### src/rtl/rfio_pkg.sv
// Shared constants and helpers for the rf1/rf0 host I/O bridge.
// The optional error counters are enabled with RFIO_ERR_CNT_EN (see rf_io_bridge.sv).
package rfio_pkg;

  localparam logic [1:0] ADDR_RF0 = 2'd0;
  localparam logic [1:0] ADDR_RF1 = 2'd1;

  // Pointer width for a power-of-two FIFO depth, e.g. 4 -> 2.
  function automatic int unsigned ptr_width(input int unsigned depth);
    int unsigned w;
    w = 1;
    for (int unsigned i = 1; i < 32; i++) begin
      if ((32'd1 << i) < depth) w = i + 1;
    end
    return w;
  endfunction

endpackage

### src/rtl/rfio_fifo.sv
// Synchronous FIFO with zero-latency head output. PUSH_ON_FULL_POP selects whether
// a push into a full FIFO is accepted when a pop completes in the same cycle.
module rfio_fifo
  import rfio_pkg::*;
#(
  parameter int unsigned WIDTH            = 8,
  parameter int unsigned DEPTH            = 4,
  parameter bit          PUSH_ON_FULL_POP = 1'b0
) (
  input  logic             CLK,
  input  logic             RSTN,
  input  logic             PUSH,
  input  logic             POP,
  input  logic [WIDTH-1:0] DIN,
  output logic [WIDTH-1:0] DOUT,
  output logic             FULL,
  output logic             EMPTY
);

  localparam int unsigned     PW       = ptr_width(DEPTH);
  localparam logic [PW:0]     FULL_CNT = (PW+1)'(DEPTH);

  logic [WIDTH-1:0] mem [DEPTH];
  logic [PW-1:0]    wptr;
  logic [PW-1:0]    rptr;
  logic [PW:0]      count;
  logic             pop_ok;
  logic             push_ok;

  assign EMPTY   = (count == '0);
  assign FULL    = (count == FULL_CNT);
  assign pop_ok  = POP && !EMPTY;
  assign push_ok = PUSH && (!FULL || (PUSH_ON_FULL_POP && pop_ok));

  // Empty FIFO presents zero rather than a stale slot.
  assign DOUT = EMPTY ? '0 : mem[rptr];

  always_ff @(posedge CLK or negedge RSTN) begin
    if (!RSTN) begin
      wptr  <= '0;
      rptr  <= '0;
      count <= '0;
    end else begin
      if (push_ok) wptr <= wptr + PW'(1);
      if (pop_ok)  rptr <= rptr + PW'(1);
      case ({push_ok, pop_ok})
        2'b10:   count <= count + (PW+1)'(1);
        2'b01:   count <= count - (PW+1)'(1);
        default: count <= count;
      endcase
    end
  end

  // On a full push+pop, wptr equals rptr; the head is read before the edge overwrites it.
  always_ff @(posedge CLK) begin
    if (push_ok) mem[wptr] <= DIN;
  end

endmodule

### src/rtl/rf_io_bridge.sv
// Host-side bridge: external stream -> core rf1, core rf0 writes -> external stream.
// Define RFIO_ERR_CNT_EN to add saturating OVF_CNT/UNF_CNT error counters.
module rf_io_bridge
  import rfio_pkg::*;
#(
  parameter int unsigned WIDTH = 8,
  parameter int unsigned DEPTH = 4
) (
  input  logic             CLK,
  input  logic             RSTN,
  input  logic [1:0]       ADDR,
  input  logic             WEN,
  input  logic [WIDTH-1:0] WDATA,
  input  logic             RF1_RD,
  output logic [WIDTH-1:0] RF1DATA,
  output logic             RF1_AVAIL,
  input  logic [WIDTH-1:0] IN_DATA,
  input  logic             IN_VALID,
  output logic             IN_READY,
  output logic [WIDTH-1:0] OUT_DATA,
  output logic             OUT_VALID,
`ifdef RFIO_ERR_CNT_EN
  output logic [7:0]       OVF_CNT,
  output logic [7:0]       UNF_CNT,
`endif
  input  logic             OUT_READY
);

  logic [WIDTH-1:0] in_head;
  logic             in_full;
  logic             in_empty;
  logic [WIDTH-1:0] hold_q;

  logic             out_full;
  logic             out_empty;
  logic             out_wr;
  logic             out_pop;
  logic             out_push;

  rfio_fifo #(
    .WIDTH            (WIDTH),
    .DEPTH            (DEPTH),
    .PUSH_ON_FULL_POP (1'b0)
  ) u_in_fifo (
    .CLK   (CLK),
    .RSTN  (RSTN),
    .PUSH  (IN_VALID),
    .POP   (RF1_RD),
    .DIN   (IN_DATA),
    .DOUT  (in_head),
    .FULL  (in_full),
    .EMPTY (in_empty)
  );

  assign IN_READY  = !in_full;
  assign RF1_AVAIL = !in_empty;
  assign RF1DATA   = in_empty ? hold_q : in_head;

  always_ff @(posedge CLK or negedge RSTN) begin
    if (!RSTN) begin
      hold_q <= '0;
    end else if (RF1_RD && !in_empty) begin
      hold_q <= in_head;
    end
  end

  assign out_wr   = WEN && (ADDR == ADDR_RF0);
  assign out_pop  = OUT_READY && !out_empty;
  // Gated here too so the drop condition is explicit; the FIFO applies the same rule.
  assign out_push = out_wr && (!out_full || out_pop);

  rfio_fifo #(
    .WIDTH            (WIDTH),
    .DEPTH            (DEPTH),
    .PUSH_ON_FULL_POP (1'b1)
  ) u_out_fifo (
    .CLK   (CLK),
    .RSTN  (RSTN),
    .PUSH  (out_push),
    .POP   (OUT_READY),
    .DIN   (WDATA),
    .DOUT  (OUT_DATA),
    .FULL  (out_full),
    .EMPTY (out_empty)
  );

  assign OUT_VALID = !out_empty;

`ifdef RFIO_ERR_CNT_EN
  logic ovf_evt;
  logic unf_evt;

  assign ovf_evt = out_wr && !out_push;
  assign unf_evt = RF1_RD && in_empty;

  always_ff @(posedge CLK or negedge RSTN) begin
    if (!RSTN) begin
      OVF_CNT <= '0;
      UNF_CNT <= '0;
    end else begin
      if (ovf_evt && (OVF_CNT != '1)) OVF_CNT <= OVF_CNT + 8'd1;
      if (unf_evt && (UNF_CNT != '1)) UNF_CNT <= UNF_CNT + 8'd1;
    end
  end
`endif

endmodule

### config.mk
export PLATFORM = sky130hd
export DESIGN_NAME = rf_io_bridge
export DESIGN_NICKNAME = d
export VERILOG_FILES = /design/src/rtl/rfio_pkg.sv /design/src/rtl/rfio_fifo.sv /design/src/rtl/rf_io_bridge.sv
export SDC_FILE = /design/constraint.sdc
export NUM_CORES = 1
export LEC_CHECK = 0
export ABC_AREA = 1
export CAP_MARGIN = 20
export CORE_UTILIZATION = 45
export CTS_BUF_LIST = sky130_fd_sc_hd__clkbuf_8 sky130_fd_sc_hd__clkbuf_16
export CTS_CLUSTER_SIZE = 14
export DETAILED_ROUTE_END_ITERATION = 7
export GPL_TIMING_DRIVEN = 0
export PLACE_DENSITY = 0.76
export SYNTH_ARGS = -nofsm -noshare
export SYNTH_HDL_FRONTEND = slang
export SYNTH_HIERARCHICAL = 1
export SYNTH_SLANG_ARGS = --single-unit
export TNS_END_PERCENT = 30
### constraint.sdc
create_clock -name CLK -period 2.45 [get_ports CLK]
set_clock_uncertainty 0.15 [all_clocks]
set_input_delay 0.735 -clock CLK [delete_from_list [all_inputs] [get_ports CLK]]
set_output_delay 0.735 -clock CLK [all_outputs]
set_load 0.005 [all_outputs]
# Word-level counts from Yosys, hierarchy flattened

Memories as Yosys holds them, arrays and structs flattened.
Cells that the tools add are included.

Add/sub/neg operators: 8
Multiply operators: 0
Div/mod/pow operators: 0
$lt $le $gt $ge: 0
Equality and inequality tests: 6
Shifts and indexed selects: 0
Muxes and demuxes: 9
Bitwise operators: 0
Reductions and logical operators: 16

Operators by type and width:

| kind                                                | number |
|---|---|
| 2-to-1 mux 8 bit                                    | 3 |
| case mux 3 bit (2 select lines)                     | 2 |
| adder 2 x 1 -> 2 bit, second input constant         | 4 |
| adder 3 x 1 -> 3 bit, second input constant         | 2 |
| equality test 3 bit, second input constant          | 2 |
| logical AND 1 bit                                   | 6 |
| logical NOT 3 bit                                   | 2 |
| subtractor 3 x 1 -> 3 bit, second input constant    | 2 |
| equality test 2 x 1 -> 1 bit, second input constant | 2 |
| equality test 2 bit, second input constant          | 2 |
| logical NOT 1 bit                                   | 4 |
| 2-to-1 mux 1 bit                                    | 4 |
| nonzero test 2 bit                                  | 2 |
| logical NOT 2 bit                                   | 1 |
| logical OR 1 bit                                    | 1 |

Bits in registers: 22
Latch bits: 0
Memory bits (writable): 64
Bits in read-only memories: 0
Input port bits: 24
Logic and storage cells: 48
Memories: 2

Memories:

| memory         | depth | bits a word | rd ports | clocked after memory_dff | write ports | RTL line        | text |
|---|---|---|---|---|---|---|---|
| u_in_fifo.mem  | 4     | 8           | 1        | 0                        | 1           | rfio_fifo.sv:23 | `logic [WIDTH-1:0] mem [DEPTH];` |
| u_out_fifo.mem | 4     | 8           | 1        | 0                        | 1           | rfio_fifo.sv:23 |  |

# Longest topological paths before layout

Word-level depth: 8
Mapped depth: 15
Mapped depth without buffers: 15

# Cells and area by module

Netlist, hierarchy kept.

Modules (own cells, without submodules):

| module                  | instances | cells an instance | area an instance (um2) | seq. area each (um2) |
|---|---|---|---|---|
| rfio_fifo at u_out_fifo | 1         | 185               | 1844.3                 | 1136.1 |
| rfio_fifo at u_in_fifo  | 1         | 183               | 1840.5                 | 1136.1 |
| rf_io_bridge            | 1         | 59                | 429.2                  | 200.2 |

# Worst setup path after synthesis

No wires, ideal clock.

Path kind: flip-flop to flip-flop
From: register u_out_fifo.count[0]
To: register u_out_fifo.count[2]
Setup time: 0.117 ns
Arrival time: 1.931 ns
Slack: 0.252 ns
Stages on the path, launching flop included: 15
Path buffers: 0
Clock period less this slack: 2.198 ns
Cells stage by stage: dfrtp_1 > nor2_1 > nand2_1 > inv_2 > inv_1 > a21oi_1 > nor2_1 > nand2_2 > ha_1 > inv_1 > fa_1 > nand2_1 > nand3_1 > nand2_1 > nand2_1

Word-level cells in the longest chain between the ends: 8
Elaborated cells between the ends (all ways): 14
Classes of those cells: add/sub: 2; eq/ne: 3; mux: 1; reduce/logical: 8

Ends and longest elaborated chain:

| item                                                                  | RTL line                            | text |
|---|---|---|
| start: declaration                                                    | rfio_fifo.sv:26                     | `logic [PW:0] count;` |
| start signal: assignment                                              | rfio_fifo.sv:47                     | `2'b10: count <= count + (PW+1)'(1);` |
| start signal: assignment                                              | rfio_fifo.sv:48                     | `2'b01: count <= count - (PW+1)'(1);` |
| start signal: assignment                                              | rfio_fifo.sv:49                     | `default: count <= count;` |
| logical NOT 3 bit *                                                   | rfio_fifo.sv:30                     | `assign EMPTY = (count == '0);` |
| net out_empty                                                         | rf_io_bridge.sv:35                  | `logic out_empty;` |
| logical NOT 1 bit *                                                   | --                                  |  |
| net OUT_VALID                                                         | rf_io_bridge.sv:21                  | `output logic OUT_VALID,` |
| logical AND 1 bit *                                                   | rfio_fifo.sv:32, rf_io_bridge.sv:68 |  |
| logical OR 1 bit *                                                    | rfio_fifo.sv:33, rf_io_bridge.sv:70 |  |
| logical AND 1 bit *                                                   | rf_io_bridge.sv:70                  | `assign out_push = out_wr && (!out_full \|\| out_pop);` |
| net out_push                                                          | rf_io_bridge.sv:38                  | `logic out_push;` |
| logical AND 1 bit *                                                   | rfio_fifo.sv:33                     | `assign push_ok = PUSH && (!FULL \|\| (PUSH_ON_FULL_POP && pop_ok));` |
| equality test 2 x 1 -> 1 bit or equality test 2 bit (tied branches)   | rfio_fifo.sv:46                     | `case ({push_ok, pop_ok})` |
| case mux 3 bit (2 select lines) or nonzero test 2 bit (tied branches) | --                                  |  |

Mark *: on every way through the listed nets, which the timed path passes. The rest lies on a longest branch.
A chain may end at the register's enable or synchronous reset.

# Final worst setup path

From: register u_in_fifo.rptr[0]
To: output port RF1DATA[3]

Word-level cells in the longest chain between the ends: 3

Ends and longest elaborated chain:

| item                     | RTL line           | text |
|---|---|---|
| start: declaration       | rfio_fifo.sv:25    | `logic [PW-1:0] rptr;` |
| start signal: assignment | rfio_fifo.sv:45    | `if (pop_ok) rptr <= rptr + PW'(1);` |
| memory (4 x 8 bit)       | --                 |  |
| 2-to-1 mux 8 bit         | rfio_fifo.sv:36    | `assign DOUT = EMPTY ? '0 : mem[rptr];` |
| net in_head[3]           | rf_io_bridge.sv:29 | `logic [WIDTH-1:0] in_head;` |
| 2-to-1 mux 8 bit         | rf_io_bridge.sv:57 | `assign RF1DATA = in_empty ? hold_q : in_head;` |
| end: declaration         | rf_io_bridge.sv:15 | `output logic [WIDTH-1:0] RF1DATA,` |

The timed path passes the listed nets, and every way through them passes these cells.

==> impl_metrics.yaml <==
layout:
  syn_to_final_growth_pct: 31.27
  layout.nets: 558
  drive_gt1_share_pct: 27.32
  regArea_um2: 2472
  fillers: 693
  multiInputGateArea_um2: 1292
  antennaDiodeCount: 0
setup_path:
  worstSetupPathType: "flip-flop to output pin"
  reg2reg_from: "u_in_fifo/rptr[0]"
  crit_chain: "buf_6, clkinv_8, buf_8, nand2_2, nand3_1, a21oi_1, inv_1, o21ai_2, buf_2"
  r2r_cells: 17
  r2r_slack_ns: 0
  critPathCaptureType: "output pin"
  critPathMaxStageDelay_ns: 0.35
  rr_endpoint: "hold_q[5]"
  critPathTopFamily: "buffers and inverters"
  cp.arrival_ns: 1.76
  cp.required_ns: 1.56
  crit_slowest_cell: "dfrtp_1"
  cp.depth: 9
  critPathLaunchType: "flip-flop"
  path_buf_inv: 5
  crit_fanout: 5
clocking:
  cts_hold_buf: 0
  cts_buffer_depth: 2
  clkTransAtPathRegs_ns: 0.09
  ctsRootBufferMaster: "clkbuf_8"
  htreeDepth: 3
  tritoncts: "done"
  cts-buffers-inserted: 9
  clk_latency_ns: 0.36
  cts_num_sinks: 86
detailed_routing:
  vias_per_cell: 4.893
  drtPass1Iterations: 7
  drcViolationCount: 8
  routed_wl_mm: 8.918
  post_drt_wl_per_cell_um: 14.04
  via_count: 3107
  ant_nets: 0
  drt_iter0_drc: 151
synth:
  syn_area_um2: 4114
  synthSimpleGateAreaFrac_pct: 17.49
  synth_nets: 463
  ys_top_cells_by_count: "nand2_1, inv_1, edfxtp_1"
  synth_compound_area_share_pct: 4.684
  synth_top_family_by_area: "simple AND/OR/NAND/NOR gates"
  synth.largest_area_cell: "edfxtp_1"
  synthXorXnorAreaFrac_pct: 0.8516
  seq_area_frac_synth_pct: 60.10
  ys_top_cells_by_area: "edfxtp_1, dfrtp_1, nand2_1"
  synth_area_per_cell_um2: 9.635
  synthFlopType: "edfxtp_1"
  synth.area.mux_share_pct: 0
  synth_async_sr_flop_share_pct: 25.58
  ys_warn_count: 6
  synth_top_area_share_pct: 46.72
  synth_enable_flop_cells: 64
  yosysUniqueCellTypes: 25
  synthAdderAreaFrac_pct: 4.015
  synth_cells: 427
  post-synth-top-count-cell: "nand2_1"
  ys_ff_latch: 86
global_routing:
  grt_pass1_wl_mm: 14.23
  grt_pass1_vias: 3175
  antenna_found_initial: 0
  track_usage_pct: 19.42
  grt_max_degree: 23
  grt.overflow.total: 0
placement:
  gp_congestion: 0.7840
  io_buffers: 42
  post-place-ws_ns: -0.4711
  hpwl_mm: 5.357
timing:
  rsz0062_at_grt: "true"
  tightest_slew_ns: 0.8225
  fmax_mhz: 378.8
  period_share_pct: 107.8
  fin_crit_ns: 2.640
  relSlewSlack_pct: 44.97
  hold_viol_final: 0
  drv_slew: 0
  timing.hold.ws_ns: 0.3489
  setup-tns-final_ns: -1.176
  setup_violations: 11
  layout_setup_ws_ns: -0.1902
floorplanning:
  ios: 43
  core-area_um2: 8806
  die_area_um2: 9529
  row_count: 34
  start_util_pct: 46.72
  fp.dieW_um: 97.62
  die_h_um: 97.62
power_and_ir_drop:
  ir_drop_mv: 0.6234
  p_leak_nw: 2.527
  p_per_area_nw_per_um2: 1201
  switchingPower_mw: 2.509
  seq_power_share_pct: 31.7
  power_frac_comb_pct: 53.0
  intPower_mw: 3.977
  finalPower_mw: 6.486
  netSwitchingFraction_pct: 38.68
  p_clk_share_pct: 15.3
hold_path:
  hold_end: "hold_q[2]"
  hold_class: "flip-flop to flip-flop"
  min-delay-start: "hold_q[2]"
  hold_depth: 2
run_status:
  status: "finished with violations"
  violations: "design-rule violations, negative setup slack"
job:
  drv_cap: 0
==> layout make-up <==
| cell class | count | share of cell area (%) |
|---|---|---|
| repair inverters | 1 | 0.09268 |
| flip-flops and latches | 86 | 45.78 |
| plain buffers | 10 | 2.085 |
| clock inverters | 7 | 1.344 |
| repair buffers | 83 | 13.81 |
| clock buffers | 9 | 2.294 |
| multi-input cells | 221 | 23.93 |
| well taps | 108 | 2.502 |
| inverters | 110 | 8.156 |
==> repair_timing <==
| action | CTS | global route |
|---|---|---|
| gates cloned | 2 | 0 |
| setup endpoints to repair | 53 | 22 |
| resized for setup | 91 | 37 |
| setup buffers | 32 | 8 |
| pin swaps | 15 | 17 |
==> how the worst max path moves through the flow <==
stage	from	slack [ns]	endpoint
floorplan	u_out_fifo/count[0]	0.25	u_out_fifo/count[2]
CTS	u_in_fifo/rptr[0]	-0.14	RF1DATA[4]
global route	u_in_fifo/rptr[0]	-0.26	RF1DATA[3]
global placement	u_in_fifo/count[0]	-0.47	RF1DATA[4]
detailed placement	u_in_fifo/count[2]	-0.47	RF1DATA[4]
finish	u_in_fifo/rptr[0]	-0.19	RF1DATA[3]
==> cell families (layout without fill, tap and decap cells) <==
kind of cell / Yosys count / count (layout)
AND/OR/NAND/NOR: 168 / 168
AO/OA/AOI/OAI: 37 / 37
adder cells (fa/ha/maj): 12 / 12
buffers and inverters: 120 / 220
flip-flops: 86 / 86
XOR/XNOR: 4 / 4
==> power groups by stage <==
stage / sequential [mW] / clock, mW / combinational, mW
finish: 2.06 / 0.993 / 3.44
floorplan: 2.04 / 0 / 1.58
global placement: 2.07 / 0 / 2.46
global route: 2.09 / 1.07 / 3.75
CTS: 2.05 / 1.02 / 3.13
detailed placement: 2.08 / 0 / 2.55
==> worst register-to-register path, stage by stage, from the launching register on <==
cell	delay (ns)
dfrtp_1	0.35
buf_6	0.16
clkinv_8	0.09
buf_8	0.14
nand2_2	0.05
nand3_2	0.06
a21oi_2	0.17
inv_2	0.07
buf_4	0.13
buf_4	0.12
buf_4	0.12
buf_4	0.12
buf_4	0.12
buf_4	0.12
buf_4	0.12
buf_4	0.12
buf_4	0.12
o21ai_2	0.09
==> placed cells by master, fill, tap and decap left out, types with 7 or more instances in the layout <==
cell type / instances
inv_1: 97
nand2_1: 97
edfxtp_1: 64
buf_4: 39
nand3_1: 30
dfrtp_1: 22
clkdlybuf4s50_1: 22
a21oi_2: 13
nand2_2: 12
nand3_2: 11
ha_1: 10
o21ai_0: 9
clkbuf_8: 9
inv_2: 8
buf_2: 8
o21ai_2: 7
==> layer usage <==
| metal | part of all wire, % | wire length [um] | GRT usage (%) | vias up |
|---|---|---|---|---|
| met2 | 54 | 4793 | 35.02 | 88 |
| met3 | 5.1 | 454 | 3.094 | 21 |
| met5 | 0 | 0 | 0 | - |
| li1 | - | - | - | 1527 |
| met1 | 39 | 3437 | 21.82 | 1471 |
| met4 | 2.6 | 232 | 10.84 | 0 |
==> stage by stage <==
step / instance area (um^2) / util, % / cells
4_1_cts: 5219 / 59.26 / 626
6_report: 5400 / 61.32 / 635
5_1_grt: 5400 / 61.32 / 635
3_5_place_dp: 4669 / 53.03 / 577
3_3_place_gp: 4669 / 53.03 / 577
2_1_floorplan: 4114 / - / 427
==> sequential cells by signal, indices dropped and copies added, names as in the netlist <==
register,flops
u_in_fifo/count,3
u_out_fifo/count,3
u_in_fifo/wptr,2
u_out_fifo/wptr,2
hold_q,8
u_in_fifo/rptr,2
u_out_fifo/rptr,2
u_in_fifo/mem,32
u_out_fifo/mem,32
Power figures use the tool's default switching activity.
